[src/rtl/mux41_pkg.sv]
// Shared types and constants for the mux41 round-robin arbiter slice.
package mux41_pkg;

  localparam int NUM_REQ = 4;
  localparam int SEL_W   = 2;

  typedef enum logic {
    IDLE  = 1'b0,
    GRANT = 1'b1
  } arb_state_e;

endpackage

[src/rtl/rr_pick4.sv]
// Combinational round-robin picker: first requester after ptr, wrapping 0..3.
module rr_pick4
  import mux41_pkg::*;
(
  input  logic [NUM_REQ-1:0] req,
  input  logic [SEL_W-1:0]   ptr,
  output logic [NUM_REQ-1:0] gnt,
  output logic [SEL_W-1:0]   idx,
  output logic               valid
);

  logic [SEL_W-1:0] cand;

  // The ptr slot itself is visited last (k == NUM_REQ wraps back to ptr).
  always_comb begin
    gnt   = '0;
    idx   = '0;
    valid = 1'b0;
    cand  = '0;
    for (int k = 1; k <= NUM_REQ; k++) begin
      cand = ptr + SEL_W'(k);
      if (!valid && req[cand]) begin
        valid     = 1'b1;
        gnt[cand] = 1'b1;
        idx       = cand;
      end
    end
  end

endmodule

[src/rtl/mux41_rr_arbiter.sv]
// Round-robin arbiter driving the mux41 select lines with a bounded hold time.
// Optional owner lock input enabled by defining MUX41_ARB_LOCK_EN.
module mux41_rr_arbiter
  import mux41_pkg::*;
#(
  parameter int HOLD_MAX = 4
) (
  input  logic               clk,
  input  logic               rst,
`ifdef MUX41_ARB_LOCK_EN
  input  logic               lock,
`endif
  input  logic [NUM_REQ-1:0] req,
  output logic [NUM_REQ-1:0] gnt,
  output logic               s1,
  output logic               s0,
  output logic               busy
);

  localparam int HOLD_W = $clog2(HOLD_MAX + 1);
  localparam logic [HOLD_W-1:0] HOLD_LAST = HOLD_W'(HOLD_MAX - 1);

  arb_state_e         state_q, state_d;
  logic [NUM_REQ-1:0] gnt_q, gnt_d;
  logic [SEL_W-1:0]   sel_q, sel_d;
  logic [SEL_W-1:0]   ptr_q, ptr_d;
  logic [HOLD_W-1:0]  hold_q, hold_d;
  logic               busy_q, busy_d;

  logic [NUM_REQ-1:0] pick_gnt;
  logic [SEL_W-1:0]   pick_idx;
  logic               pick_valid;
  logic               owner_req;
  logic               lock_hold;

`ifdef MUX41_ARB_LOCK_EN
  assign lock_hold = lock;
`else
  assign lock_hold = 1'b0;
`endif

  // Masking out the current owner turns the picker into "someone else pending";
  // in IDLE gnt_q is zero so the same instance serves the initial grant.
  rr_pick4 u_pick (
    .req   (req & ~gnt_q),
    .ptr   (ptr_q),
    .gnt   (pick_gnt),
    .idx   (pick_idx),
    .valid (pick_valid)
  );

  assign owner_req = |(req & gnt_q);

  always_comb begin
    state_d = state_q;
    gnt_d   = gnt_q;
    sel_d   = sel_q;
    ptr_d   = ptr_q;
    hold_d  = hold_q;
    case (state_q)
      IDLE: begin
        if (pick_valid) begin
          gnt_d   = pick_gnt;
          sel_d   = pick_idx;
          ptr_d   = pick_idx;
          hold_d  = '0;
          state_d = GRANT;
        end
      end
      GRANT: begin
        if (!owner_req) begin
          hold_d = '0;
          if (pick_valid) begin
            gnt_d = pick_gnt;
            sel_d = pick_idx;
            ptr_d = pick_idx;
          end else begin
            gnt_d   = '0;
            state_d = IDLE;
          end
        end else if (lock_hold) begin
          hold_d = hold_q;
        end else if (hold_q == HOLD_LAST) begin
          hold_d = '0;
          if (pick_valid) begin
            gnt_d = pick_gnt;
            sel_d = pick_idx;
            ptr_d = pick_idx;
          end
        end else begin
          hold_d = hold_q + HOLD_W'(1);
        end
      end
      default: begin
        state_d = IDLE;
        gnt_d   = '0;
        hold_d  = '0;
      end
    endcase
    busy_d = |gnt_d;
  end

  always_ff @(posedge clk) begin
    if (rst) begin
      state_q <= IDLE;
      gnt_q   <= '0;
      sel_q   <= '0;
      ptr_q   <= SEL_W'(NUM_REQ - 1);
      hold_q  <= '0;
      busy_q  <= 1'b0;
    end else begin
      state_q <= state_d;
      gnt_q   <= gnt_d;
      sel_q   <= sel_d;
      ptr_q   <= ptr_d;
      hold_q  <= hold_d;
      busy_q  <= busy_d;
    end
  end

  assign gnt  = gnt_q;
  assign s1   = sel_q[1];
  assign s0   = sel_q[0];
  assign busy = busy_q;

endmodule

[config.mk]
export PLATFORM = sky130hd
export DESIGN_NAME = mux41_rr_arbiter
export DESIGN_NICKNAME = d
export VERILOG_FILES = /design/src/rtl/mux41_pkg.sv /design/src/rtl/rr_pick4.sv /design/src/rtl/mux41_rr_arbiter.sv
export SDC_FILE = /design/constraint.sdc
export NUM_CORES = 1
export LEC_CHECK = 0
export CORE_UTILIZATION = 40
export DETAILED_ROUTE_END_ITERATION = 16
export HOLD_SLACK_MARGIN = 0.03
export PLACE_DENSITY_LB_ADDON = 0.08
export SLEW_MARGIN = 20
export SYNTH_ARGS = -nofsm -noshare
export SYNTH_HDL_FRONTEND = slang
export SYNTH_HIERARCHICAL = 1
export SYNTH_SLANG_ARGS = --single-unit
export TNS_END_PERCENT = 10
[constraint.sdc]
create_clock -name clk -period 4.01 [get_ports clk]
set_input_delay 0.401 -clock clk [delete_from_list [all_inputs] [get_ports clk]]
set_output_delay 0.401 -clock clk [all_outputs]
set_load 0.05 [all_outputs]
==> results.sh, run 1 <==
export IMPL_cts_tree="done"
export IMPL_cts_buffers=3
export IMPL_ctsResizeCount=0
export IMPL_intPower_uw=573
export IMPL_cts_sinks=13
export IMPL_dp_hpwl_mm=2.16
export IMPL_initial_core_util=0.419
export IMPL_synth_area_top_cells="dfxtp_1 21%, ha_1 8.9%, nor2_1 4.7%, a2111oi_0 4.1%, nand2_1 3.8%"
export IMPL_drive_gt1_frac=0.136
export IMPL_slew_headroom=0.621
export IMPL_p_seq_frac=0.194
export IMPL_clk_latency_ps=270
export IMPL_fin_skew_ps=0.766
export IMPL_finalCriticalPeriod_ps=3070
export IMPL_synthesis_nets=160
export IMPL_placed_cells=194
export IMPL_p_per_area_mw_per_mm2=872
export IMPL_core_mm2=0.00303
export IMPL_cts_htree_levels=1
export IMPL_rr_worst_depth=8
export IMPL_grt_pass1_wl_mm=4.64
export IMPL_hold_class="reg -> reg"
export IMPL_cts_hold_buf=0
export IMPL_final_util=0.458
export IMPL_rsz0062_at_grt="no"
export IMPL_drv_slew=0
export IMPL_grt_pass1_vias=1012
export IMPL_finalCritPeriodShare=0.765
export IMPL_hold_depth=1
export IMPL_drt_pass1_iter_count=4
export IMPL_fin_nets=170
export IMPL_vias_per_cell=5.78
export IMPL_cts_clk_slew_worst_paths_ps=70
export IMPL_drt_wl_total_mm=2.93
export IMPL_num_rows=20
export IMPL_crit_arrival_ps=3210
export IMPL_grt_overflow_total=0
export IMPL_die_x_um=58.3
export IMPL_fin_ws_ps=941
export IMPL_setup_viol=0
export IMPL_synthesis_area_mm2=0.00127
export IMPL_max_cap_violations=0
export IMPL_p_switching_uw=637
export IMPL_whs_ps=486
export IMPL_ir_worst_vdd_mv=0.446
export IMPL_via_count=1145
export IMPL_yosys_register_bits=13
export IMPL_worstSetupPathType="reg -> reg"
export IMPL_drt_iter0_drc=57
export IMPL_yosys_area_top_type="dfxtp_1"
export IMPL_drc_errors=0
export IMPL_syn_area_per_cell_um2=8.75
export IMPL_power_frac_clock=0.065
export IMPL_cts_root_buf="clkbuf_4"
export IMPL_ys_types=49
export IMPL_tightestPinTransition_ps=568
export IMPL_switching_share=0.526
export IMPL_ant_nets=0
export IMPL_startpoint_type="register"
export IMPL_worstPathRequired_ps=4150
export IMPL_r2r_slack_ps=940
export IMPL_die_y_um=58.3
export IMPL_diodes=0
export IMPL_path_max_fanout=11
export IMPL_ios=13
export IMPL_syn_to_final_growth_pct=9.27
export IMPL_wl_per_cell_um=14.8
export IMPL_clock_path_buffers=2
export IMPL_place_ws_ps=739
export IMPL_reg2reg_to="busy"
export IMPL_postCtsSetupBuffers=0
export IMPL_status="finished clean"
export IMPL_yosysWarnings=6
export IMPL_fmax_mhz=326
export IMPL_synth_top_area_frac=0.205
export IMPL_endpoint_kind="register"
export IMPL_port_buffers=12
export IMPL_grt_total_usage=0.177
export IMPL_power_leakage_nw=0.509
export IMPL_final_cells=198
export IMPL_fill_cells=306
export IMPL_regToRegStartpoint="ptr_q[1]"
export IMPL_synth_cells=145
export IMPL_dieArea_mm2=0.00340
export IMPL_antenna_found_initial=0
export IMPL_grt_max_degree=18
export IMPL_hold_path_end="hold_q[2]"
export IMPL_combPwrFrac=0.741
export IMPL_gp_congestion=0.937
export IMPL_yosysSeqAreaShare=0.205
export IMPL_hp_start="hold_q[2]"
export IMPL_finalHoldViolations=0
export IMPL_fin_tns_setup_ps=0
metrics by stage:
stage               power [mW]  cell area [um2]
global route              1.30             1390
global placement          1.12             1360
detailed placement        1.12             1360
floorplan                0.958             1270
CTS                       1.21             1390
finish                    1.21             1390
state kept, by name (all words and copies together), names as in the netlist:
register	cells
busy	1
gnt	4
hold_q	3
ptr_q	2
sel_q	2
state_q	1
power groups by stage:
| stage | Combinational (mW) | Sequential (mW) | Clock [mW] |
|---|---|---|---|
| after floorplan | 0.627 | 0.331 | 0 |
| after global placement | 0.881 | 0.236 | 0 |
| after detailed placement | 0.886 | 0.237 | 0 |
| after CTS | 0.892 | 0.234 | 0.0825 |
| after global routing | 0.969 | 0.241 | 0.0865 |
| final | 0.896 | 0.234 | 0.0785 |
cell families after synthesis:
| kind of cell | count (synthesis) | share of synthesized area |
|---|---|---|
| compound gates | 55 | 0.359 |
| fa+ha+maj | 9 | 0.0888 |
| buf+inv | 15 | 0.0927 |
| flops | 13 | 0.205 |
| mux | 5 | 0.0592 |
| simple gates | 48 | 0.195 |
routing by layer:
layer  GRT usage  part of all wire  up-vias
met2       0.278              0.48       16
met1       0.252              0.50      556
met3     0.00879             0.017        4
met5           0                 0        -
li1            -                 -      569
met4      0.0816            0.0085        0
cells in the mapped netlist (all sizes together):
| cell type | number |
|---|---|
| and2b | 3 |
| buf | 6 |
| nor2 | 18 |
| a31oi | 2 |
| a21oi | 10 |
| o22a | 1 |
| or3b | 1 |
| a221o | 4 |
| mux4 | 1 |
| a41oi | 1 |
| nor3b | 1 |
| a2111oi | 8 |
| nand2 | 13 |
| o21ai | 11 |
| nor2b | 3 |
| a211oi | 3 |
| dfxtp | 13 |
| inv | 7 |
| a22oi | 3 |
| mux2i | 4 |
| nand2b | 1 |
| a221oi | 2 |
| nand3b | 4 |
| a22o | 2 |
| or2b | 1 |
| clkbuf | 2 |
| o22ai | 1 |
| a2111o | 4 |
| nand3 | 1 |
| nor3 | 1 |
| nor4 | 1 |
| o31a | 1 |
| ha | 9 |
| a21boi | 2 |
cells in the final DEF (no fill, tap or decap), types with 5 or more instances in the layout:
master | Yosys | layout
a2111oi_0 | 6 | 6
a21oi_1 | 9 | 9
clkdlybuf4s50_1 | 0 | 12
dfxtp_1 | 13 | 13
ha_1 | 9 | 9
inv_1 | 6 | 6
nand2_1 | 13 | 13
nor2_1 | 16 | 16
o21ai_0 | 6 | 6
o21ai_1 | 5 | 5
final cells by class:
cell class / count / area (um2) / share of cell area
repair buffers: 13 / 128 / 0.0921
multi-input cells: 117 / 891 / 0.643
inverters: 7 / 26.3 / 0.0190
clock buffers: 4 / 26.3 / 0.0190
flip-flops and latches: 13 / 260 / 0.188
well taps: 44 / 55.1 / 0.0397
worst max-delay path by stage:
| stage | startpoint | depth (start not counted) | slack (ps) | end |
|---|---|---|---|---|
| final | ptr_q[1] | 8 | 940 | busy |
| after global placement | req[3] | 10 | 720 | busy |
| after detailed placement | req[3] | 10 | 740 | busy |
| after global routing | ptr_q[1] | 8 | 720 | busy |
| after floorplan | gnt[2] | 9 | 1170 | busy |
| after CTS | ptr_q[1] | 8 | 990 | busy |
worst max-delay path: stages, from the launching register on:
cell and delay [ps]:
dfxtp_1 560, inv_1 240, ha_1 580, mux2i_4 390, o21ai_1 140, a221o_1 290, a2111oi_0 420, a2111o_1 210
a41oi_2 110
(Power assumes the default switching activity.)
==> run 2, diff against run 1 <==
==> constraint.sdc (replaced) <==
create_clock -name clk -period 2.52 [get_ports clk]
set_input_delay 0.252 -clock clk [delete_from_list [all_inputs] [get_ports clk]]
set_output_delay 0.252 -clock clk [all_outputs]
set_load 0.05 [all_outputs]
==> run 2 against run 1 <==
Sequential share of layout area fell by 2.9 points. Flip-flop and latch count did not move. Combinational power rose by 110%. Critical endpoint unchanged. Highest routed layer unchanged. Largest power group unchanged. Clock power rose by 63%. Clock skew rose by 9.2 ps. Cell count rose by 18%. Register-to-register slack got worse by 910 ps. Worst hold slack got worse by 2.1 ps. First-iteration DRC count rose by 37%. Via count rose by 18%.
==> results.sh, run 2 (synthesis gave the netlist of run 1 again) <==
export IMPL_status="finished clean"
export IMPL_drc_errors=0
export IMPL_p_per_area_mw_per_mm2=1390
export IMPL_drt_pass1_iter_count=5
export IMPL_grt_max_degree=14
export IMPL_via_count=1353
export IMPL_grt_overflow_total=0
export IMPL_ant_nets=0
export IMPL_hold_depth=2
export IMPL_final_common_cell="buf_4"
export IMPL_grt_pass1_vias=1287
export IMPL_finalCriticalPeriod_ps=2490
export IMPL_finalHoldViolations=0
export IMPL_hold_class="reg -> reg"
export IMPL_drive_gt1_frac=0.386
export IMPL_dp_hpwl_mm=2.59
export IMPL_fmax_mhz=401
export IMPL_diodes=0
export IMPL_setup_viol=0
export IMPL_max_cap_violations=0
export IMPL_finalCritPeriodShare=0.989
export IMPL_clk_latency_ps=280
export IMPL_syn_to_final_growth_pct=35.2
export IMPL_cts_clk_slew_worst_paths_ps=80
export IMPL_grt_pass1_wl_mm=5.71
export IMPL_placed_area_mm2=0.00159
export IMPL_fill_cells=295
export IMPL_crit_arrival_ps=2700
export IMPL_rr_worst_depth=7
export IMPL_vias_per_cell=5.81
export IMPL_cts_tree="done"
export IMPL_dieArea_mm2=0.00340
export IMPL_max_stage_delay_ps=570
export IMPL_drt_wl_total_mm=3.59
export IMPL_clock_path_buffers=2
export IMPL_startpoint_type="register"
export IMPL_num_rows=20
export IMPL_critPathTopFamily="compound AO/OA/AOI/OAI gates"
export IMPL_drv_slew=0
export IMPL_wl_per_cell_um=15.4
export IMPL_multi_input_area_um2=950
export IMPL_antenna_found_initial=0
export IMPL_die_y_um=58.3
export IMPL_layout_common_cells="36 x buf_4, 16 x nor2_1, 13 x nand2_1"
export IMPL_worstPathRequired_ps=2720
export IMPL_critical_path_buf_inv_count=0
export IMPL_slew_headroom=0.583
export IMPL_whs_ps=484
export IMPL_rsz0062_at_grt="yes"
export IMPL_path_max_fanout=6
export IMPL_cts_buffers=3
export IMPL_endpoint_kind="register"
export IMPL_die_x_um=58.3
export IMPL_design_area_mm2=0.00172
export IMPL_cts_sinks=13
export IMPL_initial_core_util=0.419
export IMPL_gp_congestion=0.934
export IMPL_regArea_um2=272
export IMPL_crit_cells=7
export IMPL_ios=13
export IMPL_drt_iter0_drc=78
export IMPL_tightestPinTransition_ps=610
export IMPL_power_leakage_nw=0.699
export IMPL_grt_total_usage=0.219
export IMPL_core_mm2=0.00303
export IMPL_fin_nets=205
export IMPL_fin_skew_ps=9.98
export IMPL_worstSetupPathType="reg -> reg"
export IMPL_largest_reg_flops=4
export IMPL_ir_worst_vdd_mv=0.619
export IMPL_port_buffers=12
export IMPL_crit_slowest_cell="mux4_2"
export IMPL_path_cells="and2b_2 -> mux4_2 -> a211oi_4 -> a221o_1 -> a2111oi_2 -> a2111o_1 -> a41oi_2"
export IMPL_cts_root_buf="clkbuf_4"
export IMPL_cts_hold_buf=0
export IMPL_cts_htree_levels=1
run 2: cell count changes in the layout (fill, tap and decap cells not counted), sizes merged:
cell / change
buf: +35
dlygate4sd2: +3
clkdlybuf4s50: -3
run 2: what timing repair did:
| action | CTS | global route |
|---|---|---|
| buffers inserted | 4 | 5 |
| setup endpoints to repair | 4 | 5 |
| pin swaps | 7 | 8 |
| resized for setup | 7 | 8 |
run 2: per-layer routing:
layer  up-vias  global-route usage  wire, um
li1        639                   -         -
met1       648               0.280      1550
met2        58               0.363      1730
met3         8              0.0462       248
met4         0              0.0850        67
met5         -                   0         0
run 2: area by class of cell:
class / instances / share of cell area
Multi-Input combinational cell: 117 / 0.554
Inverter: 7 / 0.0153
Tap cell: 44 / 0.0321
Sequential cell: 13 / 0.158
Timing Repair Buffer: 48 / 0.225
Clock buffer: 4 / 0.0153
run 2: path summary, 6_finish.rpt:
path                 start        to  slack, ps
setup / recovery    gnt[0]      busy         30
hold / removal    sel_q[0]  sel_q[0]        480
setup reg to reg    gnt[0]      busy         30
hold reg to reg   sel_q[0]  sel_q[0]        480
run 2: worst min-delay path, delay by kind of cell, from the launching register on:
| kind | cells | cell delay, ps |
|---|---|---|
| compound gates | 2 | 120 |
| flops | 1 | 310 |
run 2: per-stage QoR:
step	setup WS, ps	instances	TNS [ps]	total power [mW]	util
floorplan	0.376	145	0	1.61	-
global placement	-329	221	-1300	2.06	0.526
detailed placement	-401	221	-1580	2.10	0.526
CTS	-5.70	228	-5.70	2.27	0.545
global route	-44.9	233	-44.9	2.53	0.567
finish	28.6	233	0	2.38	0.567
run 2: report_power, final:
group	internal (mW)	total [mW]	switching [mW]
clock network	0.0613	0.128	0.0670
registers	0.289	0.348	0.0587
logic	0.867	1.91	1.04
total	1.22	2.38	1.16
